## config.mk

```make
export PLATFORM = sky130hd
export DESIGN_NAME = tone_sequencer
export DESIGN_NICKNAME = d
export VERILOG_FILES = /design/src/rtl/speak_pkg.sv /design/src/rtl/note_fifo.sv /design/src/rtl/tone_sequencer.sv
export SDC_FILE = /design/constraint.sdc
export NUM_CORES = 1
export LEC_CHECK = 0
export CORE_MARGIN = 2
export CORE_UTILIZATION = 55
export CTS_CLUSTER_SIZE = 16
export DETAILED_ROUTE_END_ITERATION = 8
export GPL_TIMING_DRIVEN = 0
export PLACE_DENSITY = 0.73
export SETUP_SLACK_MARGIN = 0.2
export SYNTH_ARGS = -nofsm -noshare
export SYNTH_HDL_FRONTEND = slang
export SYNTH_SLANG_ARGS = --single-unit
```

## constraint.sdc

```tcl
create_clock -name CLK -period 7.15 [get_ports CLK]
set_clock_uncertainty 0.05 [all_clocks]
set_input_delay 2.145 -clock CLK [delete_from_list [all_inputs] [get_ports CLK]]
set_output_delay 2.145 -clock CLK [all_outputs]
set_load 0.02 [all_outputs]
```

## src/rtl/speak_pkg.sv

```systemverilog
// Shared types for the tone sequencer: rest code, FSM states, queued note entry.
// No logic; imported by the sequencer and its note FIFO.
// Entry layout is {note, dur}, note in the upper byte.
package speak_pkg;
    localparam logic [7:0] NOTE_REST = 8'h00;

    typedef enum logic [1:0] {
        IDLE,
        PLAY,
        GAP
    } state_t;

    typedef struct packed {
        logic [7:0] note;
        logic [7:0] dur;
    } entry_t;
endpackage

```

## src/rtl/note_fifo.sv

```systemverilog
// Note FIFO: DEPTH x 16-bit synchronous queue with first-word-fall-through head.
// Latency: a write is visible on head and empty one edge later.
// Backpressure: writes while full are dropped unless a pop happens the same cycle.
module note_fifo
    import speak_pkg::*;
#(
    parameter int DEPTH = 8
) (
    input  logic   clk,
    input  logic   rst_n,
    input  logic   flush,
    input  logic   wr_vld,
    input  entry_t wr_dat,
    input  logic   rd,
    output entry_t head,
    output logic   full,
    output logic   empty
);
    localparam int AW = (DEPTH > 1) ? $clog2(DEPTH) : 1;
    localparam logic [AW:0] DEPTH_C = (AW + 1)'(DEPTH);

    entry_t        mem [DEPTH];
    logic [AW-1:0] wp;
    logic [AW-1:0] rp;
    logic [AW:0]   cnt;
    logic [AW:0]   cnt_nxt;
    logic          wr_acc;
    logic          rd_acc;

    assign rd_acc = rd && !empty;
    assign wr_acc = wr_vld && (!full || rd_acc);
    assign head   = mem[rp];

    always_comb begin
        cnt_nxt = cnt;
        if (wr_acc && !rd_acc) begin
            cnt_nxt = cnt + (AW + 1)'(1);
        end else if (!wr_acc && rd_acc) begin
            cnt_nxt = cnt - (AW + 1)'(1);
        end
    end

    always_ff @(posedge clk) begin
        if (wr_acc && !flush) begin
            mem[wp] <= wr_dat;
        end
    end

    always_ff @(posedge clk or negedge rst_n) begin
        if (!rst_n) begin
            wp    <= '0;
            rp    <= '0;
            cnt   <= '0;
            full  <= 1'b0;
            empty <= 1'b1;
        end else if (flush) begin
            wp    <= '0;
            rp    <= '0;
            cnt   <= '0;
            full  <= 1'b0;
            empty <= 1'b1;
        end else begin
            if (wr_acc) wp <= wp + AW'(1);
            if (rd_acc) rp <= rp + AW'(1);
            cnt   <= cnt_nxt;
            full  <= (cnt_nxt == DEPTH_C);
            empty <= (cnt_nxt == '0);
        end
    end
endmodule

```

## src/rtl/tone_sequencer.sv

```systemverilog
// Tone sequencer: plays queued {note, dur} entries on note_out, with a silent gap after each.
// Latency: a write into an empty idle block drives note_out one edge later.
// Backpressure: none to the writer beyond full; overflowing writes are dropped, stop flushes.
module tone_sequencer
    import speak_pkg::*;
#(
    parameter int CLK_HZ     = 50_000_000,
    parameter int TICK_HZ    = 100,
    parameter int FIFO_DEPTH = 8,
    parameter int GAP_TICKS  = 1
) (
    input  logic       CLK,
    input  logic       RST_N,
    input  logic       wr_en,
    input  logic [7:0] wr_note,
    input  logic [7:0] wr_dur,
    input  logic       stop,
    output logic [7:0] note_out,
    output logic       busy,
    output logic       full,
    output logic       empty,
    output logic       done
);
    localparam int PRESCALE = CLK_HZ / TICK_HZ;
    localparam int CW = (PRESCALE > 1) ? $clog2(PRESCALE) : 1;
    localparam logic [CW-1:0] TICK_LAST = CW'(PRESCALE - 1);
    // Gap length is held in the 8-bit duration counter, so it is limited to 255 ticks.
    localparam logic [7:0] GAP_LOAD = 8'(GAP_TICKS);

    state_t        state;
    logic [CW-1:0] cyc_cnt;
    logic [7:0]    dur_cnt;
    entry_t        wr_ent;
    entry_t        head;
    logic          tick;
    logic          last_tick;
    logic          pop;
    logic          start;
    logic          finish;

    assign wr_ent    = '{note: wr_note, dur: wr_dur};
    assign tick      = (cyc_cnt == TICK_LAST);
    assign last_tick = tick && (dur_cnt == 8'd1);

    always_comb begin
        pop    = 1'b0;
        finish = 1'b0;
        if (!stop) begin
            if (state == IDLE) begin
                pop = !empty;
            end else if (state == GAP || (state == PLAY && GAP_TICKS == 0)) begin
                pop    = last_tick && !empty;
                finish = last_tick && empty;
            end
        end
        start = pop && (head.dur != 8'd0);
    end

    note_fifo #(
        .DEPTH (FIFO_DEPTH)
    ) u_fifo (
        .clk    (CLK),
        .rst_n  (RST_N),
        .flush  (stop),
        .wr_vld (wr_en),
        .wr_dat (wr_ent),
        .rd     (pop),
        .head   (head),
        .full   (full),
        .empty  (empty)
    );

    always_ff @(posedge CLK or negedge RST_N) begin
        if (!RST_N) begin
            state    <= IDLE;
            cyc_cnt  <= '0;
            dur_cnt  <= '0;
            note_out <= NOTE_REST;
            busy     <= 1'b0;
            done     <= 1'b0;
        end else begin
            done <= 1'b0;
            if (stop) begin
                state    <= IDLE;
                cyc_cnt  <= '0;
                dur_cnt  <= '0;
                note_out <= NOTE_REST;
                busy     <= 1'b0;
            end else if (start) begin
                state    <= PLAY;
                cyc_cnt  <= '0;
                dur_cnt  <= head.dur;
                note_out <= head.note;
                busy     <= 1'b1;
            end else if (pop) begin
                // Zero-duration entry: discard it and let IDLE look at the next one.
                state    <= IDLE;
                cyc_cnt  <= '0;
                note_out <= NOTE_REST;
                busy     <= 1'b0;
            end else if (state == PLAY && last_tick && GAP_TICKS > 0) begin
                state    <= GAP;
                cyc_cnt  <= '0;
                dur_cnt  <= GAP_LOAD;
                note_out <= NOTE_REST;
            end else if (finish) begin
                state    <= IDLE;
                cyc_cnt  <= '0;
                note_out <= NOTE_REST;
                busy     <= 1'b0;
                done     <= 1'b1;
            end else if (state != IDLE) begin
                cyc_cnt <= tick ? '0 : cyc_cnt + CW'(1);
                if (tick) dur_cnt <= dur_cnt - 8'd1;
            end
        end
    end
endmodule

```

### Word-level counts from Yosys, hierarchy flattened

Memories as Yosys holds them, arrays and structs flattened.
Cells that the tools add are included.

* memories: 1
* input bits: 20
* latch bits: 0
* output and inout bits: 12
* register bits after elaboration: 51
* logic and storage cells: 106
* RAM bits: 128
* ROM bits: 0

* $lt $le $gt $ge: 0
* reduce and logical (&&, ||, !) cells: 29
* equal/unequal tests: 8
* mux-type cells: 51
* bitwise logic cells: 0
* multiply operators: 0
* divide/modulo/power cells: 0
* shift operators: 0
* add/sub/neg operators: 6

Memory list
* u_fifo.mem: words 8, width 16, read ports 1, clocked after memory_dff 0, write ports 1, line note_fifo.sv:22 `entry_t mem [DEPTH];`

Operators with widths (count)
* 2-to-1 mux 19 bit: 7
* 2-to-1 mux 8 bit: 12
* 2-to-1 mux 1 bit: 20
* adder 19 x 1 -> 19 bit (second input constant): 1
* == test 19 bit (second input constant): 1
* 2-to-1 mux 3 bit: 4
* 2-to-1 mux 4 bit: 3
* nonzero test 4 bit: 3
* logical AND 1 bit: 10
* 2-to-1 mux 2 bit: 5
* == test 8 x 1 -> 1 bit (second input constant): 1
* inequality test 4 x 3 -> 1 bit (second input constant): 2
* nonzero test 8 bit: 1
* subtractor 8 x 1 -> 8 bit (second input constant): 1
* adder 3 x 1 -> 3 bit (second input constant): 2
* nonzero test 2 bit: 3
* nonzero test 6 bit: 1
* logical NOT 1 bit: 5
* nonzero test 5 bit: 1
* adder 4 x 1 -> 4 bit (second input constant): 1
* == test 4 bit (second input constant): 1
* logical NOT 4 bit: 1
* AND reduction 4 bit: 1
* subtractor 4 x 1 -> 4 bit (second input constant): 1
* other kinds (6): 6

### Longest topological paths before layout

* depth in word-level cells: 15
* mapped depth: 11
* depth with buffers taken out: 8

### Cells and area by module

From an unflattened synthesis, not the netlist that was laid out.

* cells, all modules: 507
* area, all modules: 7782.5 um^2

By module, submodules not included
* note_fifo: area an instance 5551.6 um^2, cells an instance 270, seq. area each 4145.2 um^2, instances 1
* tone_sequencer: area an instance 2230.9 um^2, cells an instance 237, seq. area each 975.9 um^2, instances 1

### Worst setup path after synthesis

OpenSTA, ideal clock, no wires.

* kind: input to register
* start: in stop
* end: mem u_fifo.mem[0][0] in the netlist's numbering (enable)
* arrival: 4.438 ns
* required time: 6.691 ns
* stages: 6
* setup time: 0.409 ns
* path slack: 2.253 ns
* buffers on the path: 1
* cells stage by stage: nor3_1 > and2_1 > buf_4 > o21ai_1 > or3_1 > nor3_1

* cells in the longest elaborated chain, start to end: 7
* elaborated cells on any way between the ends: 8
* those cells by class: 3 x mux; 5 x reduce/logical

RTL lines
* start: declaration: line tone_sequencer.sv:17 `input logic stop,`
* 2-to-1 mux 1 bit: line tone_sequencer.sv:48 `if (!stop) begin`
* logical AND 1 bit: line note_fifo.sv:30 `assign rd_acc = rd && !empty;`
* logical OR 1 bit: line note_fifo.sv:31 `assign wr_acc = wr_vld && (!full || rd_acc);`
* logical AND 1 bit: line note_fifo.sv:31
* logical AND 1 bit *: line note_fifo.sv:44 `if (wr_acc && !flush) begin`
* 2-to-1 mux 1 bit *: line note_fifo.sv:44
* 2-to-1 mux 1 bit (implied by the code) *: line note_fifo.sv:45 `mem[wp] <= wr_dat;`
* end: declaration: line note_fifo.sv:22

Every way passes the cells marked *; elsewhere a longest branch is shown, timed or not.

### Final worst setup path

* start: in stop
* end: mem u_fifo.mem[0][10] in the netlist's numbering (enable)

The elaborated chain is that of the path after synthesis.

==> impl_metrics.tcl <==
set metrics [dict create \
    drv_cap 0 \
    drtIter0Drc 541 \
    syn_inst 530 \
    hold_violations 0 \
    p_leak_nw 3.18 \
    wl_per_cell_um 21.5 \
    core_um2 13800 \
    power_density_nw_per_um2 305 \
    cts.reportedPaths.clkPinSlew_ns 0.07 \
    root_buffer "clkbuf_16" \
    antenna_found_initial 0 \
    diodes 0 \
    syn_to_final_growth_pct 17.1 \
    critPathLaunchType "input port" \
    io_buffers 31 \
    whs_ns 0.448 \
    numCtsBuffers 17 \
    ir_drop_v 0.000307 \
    postCtsHoldBufs 0 \
    fillers 952 \
    ys_seq_area_frac 0.659 \
    hpwl_um 10800 \
    crit_required_ns 7.24 \
    viasPerCell 6.14 \
    hp-class "flop to flop" \
    grt_pass1_wl_um 26900 \
    async_flop_share 0.285 \
    slowest_stage "nor3_2" \
    grt_overflow_total 0 \
    drcViolationCount 0 \
    grt_use_total 0.244 \
    drv_slew 0 \
    status "finished, final reports clean" \
    synth-seq-cells 179 \
    tightest_slew_ns 1.26 \
    grt_pass1_vias 4992 \
    cp_slowest_stage_delay_ns 0.72 \
    clockBufferDepth 2 \
    slew_headroom 0.145 \
    wl_um 16800 \
    htree_num_levels 4 \
    path_delay_family "simple AND/OR/NAND/NOR gates" \
    fin_nets 616 \
    end_kind "flop" \
    ctsResizeCount 0 \
    dieArea_um2 15100 \
    vias 4804 \
    dpl_cell_area_um2 8480 \
    utilization 0.658 \
    pre_cts_slack_ns 1.74 \
    rows 43 \
    arrival_ns 5.01 \
    chipHeight_um 123 \
    grt_max_degree 32 \
    ios 32 \
    cp_max_fo 9 \
    synth_area_per_cell_um2 14.7 \
    rrSetupSlack_ns 3.07 \
    ant_nets 0 \
    firstDrtPassIters 5 \
    fmax_mhz 203 \
    power_mw 2.78 \
    synth_edf_count 128 \
    crit_buf_inv 3 \
    fin_crit_ns 4.93 \
    drive_gt1_frac 0.159 \
    placed_cells 750 \
    cts_tree "done" \
    synth_area_um2 7770 \
    die_w_um 123 \
    finalNonFillerCells 782 \
    clock_latency_ns 0.44 \
    path_cells "clkdlybuf4s50_1 -> nor3_1 -> and2_1 -> buf_4 -> o21ai_1 -> or3_1 -> nor3_2 -> buf_6" \
    period_share 0.689 \
    setup_viol 0 \
    synth_flop_cell "edfxtp_1" \
    postLayoutCellArea_um2 9100 \
    post-cts-setup-buffer-count 0 \
    rsz0062_at_grt "false" \
    globalplace.congestion 0.909 \
    yosys_warnings 0 \
    setup_tns_ns 0 \
    fin_ws_ns 2.22 \
    synth_cell_type_count 64 \
    start_util 0.562 \
    clock_sinks 179 \
    criticalPathCategory "input port to flop" \
    synth_nets 557 \
]
## cell families (layout without fill, tap and decap cells)
| family | Yosys count | in the layout | share of synthesized area |
|---|---|---|---|
| XOR/XNOR | 8 | 8 | 0.00901 |
| AO/OA/AOI/OAI | 92 | 92 | 0.0784 |
| adder cells (fa/ha/maj) | 7 | 7 | 0.0113 |
| multiplexers | 56 | 56 | 0.121 |
| flip-flops | 179 | 179 | 0.659 |
| AND/OR/NAND/NOR | 157 | 157 | 0.102 |
| buffers and inverters | 31 | 103 | 0.0201 |
## per-layer routing
layer	GRT usage	share of wire
met1	0.312	0.43
met5	0	0
met4	0.0905	0.023
met2	0.407	0.50
met3	0.0623	0.045
## where the power goes
| group | switching (mW) | internal (mW) | total [mW] |
|---|---|---|---|
| Combinational | 0.323 | 0.258 | 0.581 |
| Clock | 0.424 | 0.534 | 0.958 |
| Sequential | 0.0599 | 1.18 | 1.24 |
| Total | 0.807 | 1.97 | 2.78 |
## worst paths after layout
kind / endpoint / from / depth (start not counted)
max: u_fifo.mem[0][10] / stop / 8
min: note_out[0] / note_out[0] / 1
max reg2reg: u_fifo.mem[0][10] / dur_cnt[3] / 9
min reg2reg: note_out[0] / note_out[0] / 1
max in group asynchronous: u_fifo.empty / RST_N / 2
min in group asynchronous: dur_cnt[1] / RST_N / 1
## flip-flops by register name (all words and copies together), names as in the netlist
register / cells
note_out: 8
done: 1
u_fifo.empty: 1
u_fifo.mem: 128
dur_cnt: 8
u_fifo.full: 1
u_fifo.rp: 3
state: 2
u_fifo.wp: 3
u_fifo.cnt: 4
cyc_cnt: 19
busy: 1
## cell usage after synthesis, types with 4 or more instances
library cell,n,share of area
nand3_1,23,0.015
mux4_2,26,0.075
o211a_1,4,0.0051
xor2_1,5,0.0056
nand4_1,5,0.0040
nor4b_1,4,0.0045
buf_2,5,0.0032
dfrtp_1,50,0.16
nor3_1,12,0.0077
a21oi_1,15,0.0097
and3_1,6,0.0048
ha_1,7,0.011
nor2_1,46,0.022
o21ai_0,33,0.021
o31ai_1,4,0.0039
mux2i_1,25,0.032
edfxtp_1,128,0.49
inv_1,8,0.0039
clkbuf_1,10,0.0048
nand2_1,34,0.016
o2bb2ai_1,8,0.0090
nand2b_1,4,0.0032
## layout by cell type, fill, tap and decap left out, types with 5 or more instances in the layout
| cell | n |
|---|---|
| a21oi_1 | 15 |
| and3_1 | 6 |
| buf_2 | 6 |
| buf_6 | 5 |
| clkbuf_1 | 11 |
| clkbuf_16 | 17 |
| clkdlybuf4s50_1 | 30 |
| dfrtp_1 | 50 |
| edfxtp_1 | 128 |
| ha_1 | 7 |
| inv_1 | 8 |
| mux2i_1 | 25 |
| mux4_2 | 26 |
| nand2_1 | 34 |
| nand3_1 | 23 |
| nand4_1 | 5 |
| nor2_1 | 40 |
| nor2_2 | 6 |
| nor3_1 | 10 |
| o21ai_0 | 33 |
| o2bb2ai_1 | 8 |
| xor2_1 | 5 |
## layout make-up
class                   instances  area [um2]  share of cell area
plain buffers                  23         126              0.0139
inverters                       8        30.0             0.00330
well taps                     180         225              0.0247
clock inverters                14         188              0.0206
repair buffers                 40         459              0.0505
multi-input cells             320        2520               0.277
flip-flops and latches        179        5120               0.563
clock buffers                  18         429              0.0472
Note: power is estimated with default switching activity, not from simulation.
